--- src/rtl/luma_ds_pkg.sv ---
// Shared constants and the RGB565-to-luma helper for the OV7670 luma downsampler.
package luma_ds_pkg;
  localparam int unsigned Y_WR   = 77;
  localparam int unsigned Y_WG   = 150;
  localparam int unsigned Y_WB   = 29;
  localparam int unsigned SHIFT  = 2;
  localparam int unsigned LAT    = 4;
  localparam int unsigned HSUM_W = 10;
  localparam int unsigned ACC_W  = 12;

  // Channels are widened by bit replication so full-scale inputs map to 255.
  function automatic logic [7:0] rgb565_to_y(input logic [4:0] r5, input logic [5:0] g6,
                                             input logic [4:0] b5);
    logic [7:0]  r8;
    logic [7:0]  g8;
    logic [7:0]  b8;
    logic [15:0] sum;
    r8  = {r5, r5[4:2]};
    g8  = {g6, g6[5:4]};
    b8  = {b5, b5[4:2]};
    sum = 16'(Y_WR) * 16'(r8) + 16'(Y_WG) * 16'(g8) + 16'(Y_WB) * 16'(b8);
    return sum[15:8];
  endfunction
endpackage

--- src/rtl/line_accum_ram.sv ---
// Per-column vertical accumulator storage: simple dual-port, registered read.
module line_accum_ram #(
  parameter int DEPTH = 160,
  parameter int WIDTH = 12,
  parameter int AW    = 8
) (
  input  logic             clk,
  input  logic             we,
  input  logic [AW-1:0]    waddr,
  input  logic [WIDTH-1:0] wdata,
  input  logic [AW-1:0]    raddr,
  output logic [WIDTH-1:0] rdata
);
  logic [WIDTH-1:0] mem [DEPTH];
  logic [WIDTH-1:0] rdata_q;

  always_ff @(posedge clk) begin
    if (we) mem[waddr] <= wdata;
    rdata_q <= mem[raddr];
  end

  assign rdata = rdata_q;
endmodule

--- src/rtl/luma_downsampler.sv ---
// OV7670 RGB565 byte stream to 8-bit luma, 4x4 box-filtered, one output pixel per strobe.
module luma_downsampler
  import luma_ds_pkg::*;
#(
  parameter int IN_W   = 640,
  parameter int IN_H   = 480,
  parameter int OUT_W  = 160,
  parameter int OUT_H  = 120,
  parameter int ADDR_W = 15
) (
  input  logic              clk,
  input  logic              rst_n,
  input  logic              cam_vsync,
  input  logic              cam_href,
  input  logic [7:0]        cam_data,
  output logic              pix_valid,
  output logic [7:0]        pix_data,
  output logic [ADDR_W-1:0] pix_addr,
  output logic              frame_start,
  output logic              frame_done,
  output logic              frame_abort
);
  localparam int COL_W = (OUT_W > 1) ? $clog2(OUT_W) : 1;
  localparam int X_W   = $clog2(IN_W + 1);
  localparam int Y_W   = $clog2(IN_H + 1);
  localparam logic [ADDR_W:0] PIX_TOTAL = (ADDR_W + 1)'(OUT_W * OUT_H);
  localparam logic [ADDR_W:0] PIX_LAST  = (ADDR_W + 1)'(OUT_W * OUT_H - 1);

  logic              vsync_q, vsync_d, href_q, href_d, phase_q, phase_d;
  logic [7:0]        byte0_q, byte0_d;
  logic [X_W-1:0]    in_x_q, in_x_d;
  logic [Y_W-1:0]    in_y_q, in_y_d;
  logic [LAT-1:0]    vld_q, vld_d;
  logic [4:0]        r5_q, r5_d, b5_q, b5_d;
  logic [5:0]        g6_q, g6_d;
  logic [7:0]        y2_q, y2_d;
  logic [1:0]        xlo1_q, xlo1_d, xlo2_q, xlo2_d;
  logic [1:0]        row1_q, row1_d, row2_q, row2_d, row3_q, row3_d, row4_q, row4_d;
  logic [COL_W-1:0]  col1_q, col1_d, col2_q, col2_d, col3_q, col3_d, col4_q, col4_d;
  logic [HSUM_W-1:0] hacc_q, hacc_d, hsum3_q, hsum3_d, hsum4_q, hsum4_d;
  logic [ADDR_W:0]   out_cnt_q, out_cnt_d;
  logic              pix_valid_q, pix_valid_d, frame_start_q, frame_start_d;
  logic              frame_done_q, frame_done_d, frame_abort_q, frame_abort_d;
  logic [7:0]        pix_data_q, pix_data_d;
  logic [ADDR_W-1:0] pix_addr_q, pix_addr_d;

  logic              href_eff, vs_rise, href_fall, px_done, px_keep, emit, ram_we;
  logic [ACC_W-1:0]  ram_rdata, acc_sum;

  // Bytes arriving while vsync is high are treated as blanking.
  assign href_eff  = cam_href & ~cam_vsync;
  assign vs_rise   = cam_vsync & ~vsync_q;
  assign href_fall = href_q & ~href_eff;
  assign px_done   = href_eff & phase_q;
  assign px_keep   = px_done && (in_x_q < X_W'(IN_W)) && (in_y_q < Y_W'(IN_H));
  assign acc_sum   = ((row4_q == 2'd0) ? '0 : ram_rdata) + ACC_W'(hsum4_q);
  assign ram_we    = vld_q[LAT-1] && (row4_q != 2'd3) && !vs_rise;
  assign emit      = vld_q[LAT-1] && (row4_q == 2'd3) && (out_cnt_q < PIX_TOTAL) && !vs_rise;

  line_accum_ram #(.DEPTH(OUT_W), .WIDTH(ACC_W), .AW(COL_W)) u_ram (
    .clk   (clk),
    .we    (ram_we),
    .waddr (col4_q),
    .wdata (acc_sum),
    .raddr (col3_q),
    .rdata (ram_rdata)
  );

  always_comb begin
    vsync_d = cam_vsync;
    href_d  = href_eff;
    phase_d = href_eff ? ~phase_q : 1'b0;
    byte0_d = (href_eff && !phase_q) ? cam_data : byte0_q;
    in_x_d  = in_x_q;
    in_y_d  = in_y_q;
    if (vs_rise) begin
      in_x_d = '0;
      in_y_d = '0;
    end else if (href_fall) begin
      in_x_d = '0;
      if (in_x_q != '0 && in_y_q < Y_W'(IN_H)) in_y_d = in_y_q + 1'b1;
    end else if (px_keep) begin
      in_x_d = in_x_q + 1'b1;
    end

    r5_d = r5_q;  g6_d = g6_q;  b5_d = b5_q;
    xlo1_d = xlo1_q;  row1_d = row1_q;  col1_d = col1_q;
    if (px_keep) begin
      r5_d   = byte0_q[7:3];
      g6_d   = {byte0_q[2:0], cam_data[7:5]};
      b5_d   = cam_data[4:0];
      xlo1_d = in_x_q[1:0];
      row1_d = in_y_q[1:0];
      col1_d = COL_W'(in_x_q >> SHIFT);
    end

    y2_d = y2_q;  xlo2_d = xlo2_q;  row2_d = row2_q;  col2_d = col2_q;
    if (vld_q[0]) begin
      y2_d   = rgb565_to_y(r5_q, g6_q, b5_q);
      xlo2_d = xlo1_q;
      row2_d = row1_q;
      col2_d = col1_q;
    end

    // A new column starts on every in_x[1:0]==0, so partial columns never leak forward.
    hacc_d = hacc_q;  hsum3_d = hsum3_q;  row3_d = row3_q;  col3_d = col3_q;
    if (vld_q[1]) begin
      hacc_d  = (xlo2_q == 2'd0) ? HSUM_W'(y2_q) : hacc_q + HSUM_W'(y2_q);
      hsum3_d = hacc_d;
      row3_d  = row2_q;
      col3_d  = col2_q;
    end

    hsum4_d = hsum4_q;  row4_d = row4_q;  col4_d = col4_q;
    if (vld_q[2]) begin
      hsum4_d = hsum3_q;
      row4_d  = row3_q;
      col4_d  = col3_q;
    end

    vld_d    = '0;
    vld_d[0] = px_keep;
    vld_d[1] = vld_q[0];
    vld_d[2] = vld_q[1] && (xlo2_q == 2'd3);
    vld_d[3] = vld_q[2];
    if (vs_rise) vld_d = '0;

    pix_valid_d   = emit;
    frame_start_d = emit && (out_cnt_q == '0);
    frame_done_d  = emit && (out_cnt_q == PIX_LAST);
    frame_abort_d = vs_rise && (out_cnt_q != '0) && (out_cnt_q < PIX_TOTAL);
    pix_data_d    = emit ? acc_sum[ACC_W-1 -: 8] : pix_data_q;
    pix_addr_d    = emit ? out_cnt_q[ADDR_W-1:0] : pix_addr_q;
    out_cnt_d     = out_cnt_q;
    if (vs_rise) out_cnt_d = '0;
    else if (emit) out_cnt_d = out_cnt_q + 1'b1;
  end

  always_ff @(posedge clk or negedge rst_n) begin
    if (!rst_n) begin
      vsync_q <= 1'b0;  href_q <= 1'b0;  phase_q <= 1'b0;  byte0_q <= '0;
      in_x_q <= '0;  in_y_q <= '0;  vld_q <= '0;
      r5_q <= '0;  g6_q <= '0;  b5_q <= '0;  y2_q <= '0;
      xlo1_q <= '0;  xlo2_q <= '0;
      row1_q <= '0;  row2_q <= '0;  row3_q <= '0;  row4_q <= '0;
      col1_q <= '0;  col2_q <= '0;  col3_q <= '0;  col4_q <= '0;
      hacc_q <= '0;  hsum3_q <= '0;  hsum4_q <= '0;  out_cnt_q <= '0;
      pix_valid_q <= 1'b0;  frame_start_q <= 1'b0;  frame_done_q <= 1'b0;
      frame_abort_q <= 1'b0;  pix_data_q <= '0;  pix_addr_q <= '0;
    end else begin
      vsync_q <= vsync_d;  href_q <= href_d;  phase_q <= phase_d;  byte0_q <= byte0_d;
      in_x_q <= in_x_d;  in_y_q <= in_y_d;  vld_q <= vld_d;
      r5_q <= r5_d;  g6_q <= g6_d;  b5_q <= b5_d;  y2_q <= y2_d;
      xlo1_q <= xlo1_d;  xlo2_q <= xlo2_d;
      row1_q <= row1_d;  row2_q <= row2_d;  row3_q <= row3_d;  row4_q <= row4_d;
      col1_q <= col1_d;  col2_q <= col2_d;  col3_q <= col3_d;  col4_q <= col4_d;
      hacc_q <= hacc_d;  hsum3_q <= hsum3_d;  hsum4_q <= hsum4_d;  out_cnt_q <= out_cnt_d;
      pix_valid_q <= pix_valid_d;  frame_start_q <= frame_start_d;  frame_done_q <= frame_done_d;
      frame_abort_q <= frame_abort_d;  pix_data_q <= pix_data_d;  pix_addr_q <= pix_addr_d;
    end
  end

  assign pix_valid   = pix_valid_q;
  assign pix_data    = pix_data_q;
  assign pix_addr    = pix_addr_q;
  assign frame_start = frame_start_q;
  assign frame_done  = frame_done_q;
  assign frame_abort = frame_abort_q;
endmodule

--- config.mk ---
export PLATFORM = sky130hd
export DESIGN_NAME = luma_downsampler
export DESIGN_NICKNAME = d
export VERILOG_FILES = /design/src/rtl/luma_ds_pkg.sv /design/src/rtl/line_accum_ram.sv /design/src/rtl/luma_downsampler.sv
export SDC_FILE = /design/constraint.sdc
export NUM_CORES = 2
export LEC_CHECK = 0
export ABC_AREA = 1
export CORE_ASPECT_RATIO = 1.25
export CORE_MARGIN = 5
export CORE_UTILIZATION = 50
export CTS_CLUSTER_DIAMETER = 50
export DETAILED_ROUTE_END_ITERATION = 8
export GPL_TIMING_DRIVEN = 0
export PLACE_DENSITY_LB_ADDON = 0.1
export REMOVE_ABC_BUFFERS = 1
export SYNTH_ARGS = -nofsm -noshare
export SYNTH_HDL_FRONTEND = slang
export SYNTH_SLANG_ARGS = --single-unit
--- constraint.sdc ---
create_clock -name clk -period 14.4 [get_ports clk]
set_input_delay 2.16 -clock clk [delete_from_list [all_inputs] [get_ports clk]]
set_output_delay 2.16 -clock clk [all_outputs]
set_load 0.03 [all_outputs]
==> impl_metrics.toml <==
[grt]
grt.total_usage_pct = 24.9
antenna_found_initial = 3
grt_first_pass_wirelength_um = 352000
grt_pass1_vias = 54700
grt_max_degree = 250
overflow = 0

[clock_network]
post-cts-setup-buffer-count = 0
cts_tree = "done"
cts_resized = 0
hold_buffers = 0
cts_buffers = 204
cts_sinks = 2097
root_buffer = "clkbuf_16"
clk_pin_slew_ps = 60
clk-insertion-delay-late_ps = 850
clk_path_buf_depth = 3
htreeDepth = 4

[synth]
ys.flop_type = "edfxtp_1"
synthArstFlopShare_pct = 7.87
synth_cells = 7539
synth_warnings = 0
synth-seq-cells = 2097
seq_area_frac_synth_pct = 70.0
syn_area_per_cell_um2 = 11.7
synth_edf_count = 1920
ys_types = 48
syn_area_um2 = 88500

[worst_setup_path]
cp_max_fo = 9
rrSetupSlack_ps = 7890
crit_family = "adder cells"
cp_slowest_stage_delay_ps = 620
r2r_end = "y2_q[7]"
worstPathBufferInverterCount = 5
critPathRequiredTime_ps = 15140
critPathKind = "reg -> reg"
worstRegToRegCells = 25
rr_startpoint = "g6_q[4]"
worst_setup_path_end_kind = "flop"
arrival_ps = 7250
cpMaxStageDelayCell = "dfrtp_1"
startpoint_type = "flop"

[detailed_routing]
via_count = 57200
wl_um = 236000
drtPass1Iterations = 6
routed_via_density = 5.74
remaining_drc_errors = 0
drt_iter0_drc = 5494
drtAntennaViolNets = 0
wire_per_inst_um = 23.7

[floorplanning]
fp.coreArea_um2 = 176000
placementRows = 172
io_pins = 39
die_h_um = 481
start_util_pct = 50.3
die_w_um = 386
die_area_um2 = 186000

[job]
cap_violations = 2

[cells_and_area]
post-route-util_pct = 55.7
syn_to_final_growth_pct = 10.8
nNetsFinal = 7615
final_cell_area_um2 = 98100
drive_gt1_share_pct = 5.57
num-fill-cells = 14700

[timing]
finalCriticalPeriod_ps = 6510
final.period_utilization_pct = 45.2
worstMarginPinSlew_ps = 1490
fmax_ghz = 0.154
rsz0062_at_grt = "no"
tns_ps = 0
whs_ps = 467
relSlewSlack_pct = 0.137
finalSetupViolations = 0
drv_slew = 0
finalHoldViolCount = 0
finalClockSkew_ps = 48.2

[placed_design]
placed_cell_area_um2 = 91800
hpwl_um = 139000
port_buffers = 38
place_congestion = 0.840

[pwr]
irDropWorstVdd_mv = 0.335
p_per_area_nw_per_um2 = 156
p_leak_nw = 34.3

[min_path]
hp-start = "row2_q[0]"
holdCritPathClass = "reg -> reg"
hold_end = "row2_q[0]"
whs_path_depth = 2

[run_status]
status = "finished, violations left"
violations = "max-capacitance violations"
report_power, final:
group          leakage, nW  internal (mW)  switching, mW
Clock                 3.01           2.74           2.31
Combinational         13.7           1.37           2.18
Sequential            17.5           6.61         0.0745
stage by stage:
step	total power, mW	setup WS [ps]	instances
global route	16.2	7600	9958
finish	15.3	7890	9962
detailed placement	10.4	7850	9581
CTS	15.4	7830	9954
global placement	10.7	-65520	9467
floorplan	9.70	-17950	7080
worst reg2reg max path, cell delays in order (launching register included):
cell and delay [ps]:
dfrtp_1 620, ha_1 330, ha_1 270, inv_1 50
fa_1 490, inv_1 50, fa_1 440, ha_1 370
a21oi_1 220, inv_1 50, a31oi_1 160, xnor2_1 150
ha_1 280, fa_1 510, inv_1 50, fa_1 440
fa_1 510, inv_1 40, ha_1 340, a21o_1 220
o21bai_1 180, nand2_1 100, nand4_1 110, or2_2 300
nand3_1 70, nand2_1 50
Yosys cell counts, types with 37 or more instances:
cell type | number | share of area [%]
a21oi_1 | 54 | 0.31
buf_1 | 45 | 0.19
buf_2 | 149 | 0.84
buf_4 | 44 | 0.37
buf_6 | 77 | 0.98
clkbuf_1 | 142 | 0.60
dfrtp_1 | 165 | 4.7
edfxtp_1 | 1920 | 65
fa_1 | 56 | 1.3
ha_1 | 106 | 1.5
inv_1 | 212 | 0.90
nand2_1 | 1986 | 8.4
nand3_1 | 1560 | 8.8
nor2_1 | 455 | 1.9
o21ai_0 | 258 | 1.5
o21ai_1 | 49 | 0.28
o221ai_1 | 64 | 0.63
o22ai_1 | 37 | 0.26
cells by family (layout without fill, tap and decap cells):
logic type,Yosys count,count (layout),synth area share (%)
compound gates,510,510,3.34
xor+xnor,34,34,0.336
fa+ha+maj,162,162,2.76
buf+inv,679,748,3.97
flops,2097,2097,70.0
other cells,0,5,0
simple gates,4057,4057,19.5
worst max path at each step:
stage / from / depth (start not counted) / slack [ps] / to
finish: g6_q[4] / 25 / 7890 / y2_q[7]
global route: g6_q[4] / 26 / 7600 / y2_q[7]
CTS: g6_q[4] / 25 / 7830 / y2_q[7]
detailed placement: g6_q[4] / 25 / 7850 / y2_q[7]
global placement: col3_q[0] / 7 / -65520 / u_ram.rdata[2]
floorplan: col3_q[0] / 7 / -17950 / u_ram.rdata[2]
cells in the final DEF, fill, tap and decap left out, types with 32 or more instances in the layout:
| cell | netlist | final |
|---|---|---|
| nand2_1 | 1986 | 1979 |
| edfxtp_1 | 1920 | 1920 |
| nand3_1 | 1560 | 1560 |
| nor2_1 | 455 | 449 |
| o21ai_0 | 258 | 258 |
| inv_1 | 212 | 210 |
| clkbuf_16 | 0 | 205 |
| dfrtp_1 | 165 | 160 |
| ha_1 | 106 | 105 |
| o221ai_1 | 64 | 64 |
| clkinv_1 | 3 | 58 |
| fa_1 | 56 | 56 |
| a21oi_1 | 54 | 54 |
| clkbuf_1 | 142 | 54 |
| o21ai_1 | 49 | 49 |
| buf_16 | 0 | 48 |
| o22ai_1 | 37 | 37 |
| clkdlybuf4s50_1 | 0 | 37 |
| buf_8 | 1 | 32 |
registers in the layout, indices dropped and copies added (netlist names), 9 cells and up:
register     count
u_ram.mem     1920
hsum4_q         10
hsum3_q         10
u_ram.rdata     12
in_x_q          10
in_y_q           9
pix_addr        15
out_cnt_q       16
per-layer routing:
layer / GRT usage (%) / wire [um] / vias up
met1: 33.4 / 95800 / 28300
met5: 0 / 0 / -
met4: 10.8 / 10200 / 0
met2: 41.1 / 115000 / 1946
met3: 3.67 / 14900 / 438
li1: - / - / 26500
area by class of cell:
type / instances / area [um^2] / share of cell area, %
tap: 2349 / 2940 / 3.00
clock inverter: 113 / 876 / 0.893
timing repair buffer: 155 / 2830 / 2.89
sequential: 2097 / 62000 / 63.2
clock buffer: 260 / 5350 / 5.45
antenna: 5 / 12.5 / 0.0128
multi-input combinational: 4763 / 23200 / 23.6
inverter: 220 / 873 / 0.890
Note: power is estimated with default switching activity, not from simulation.
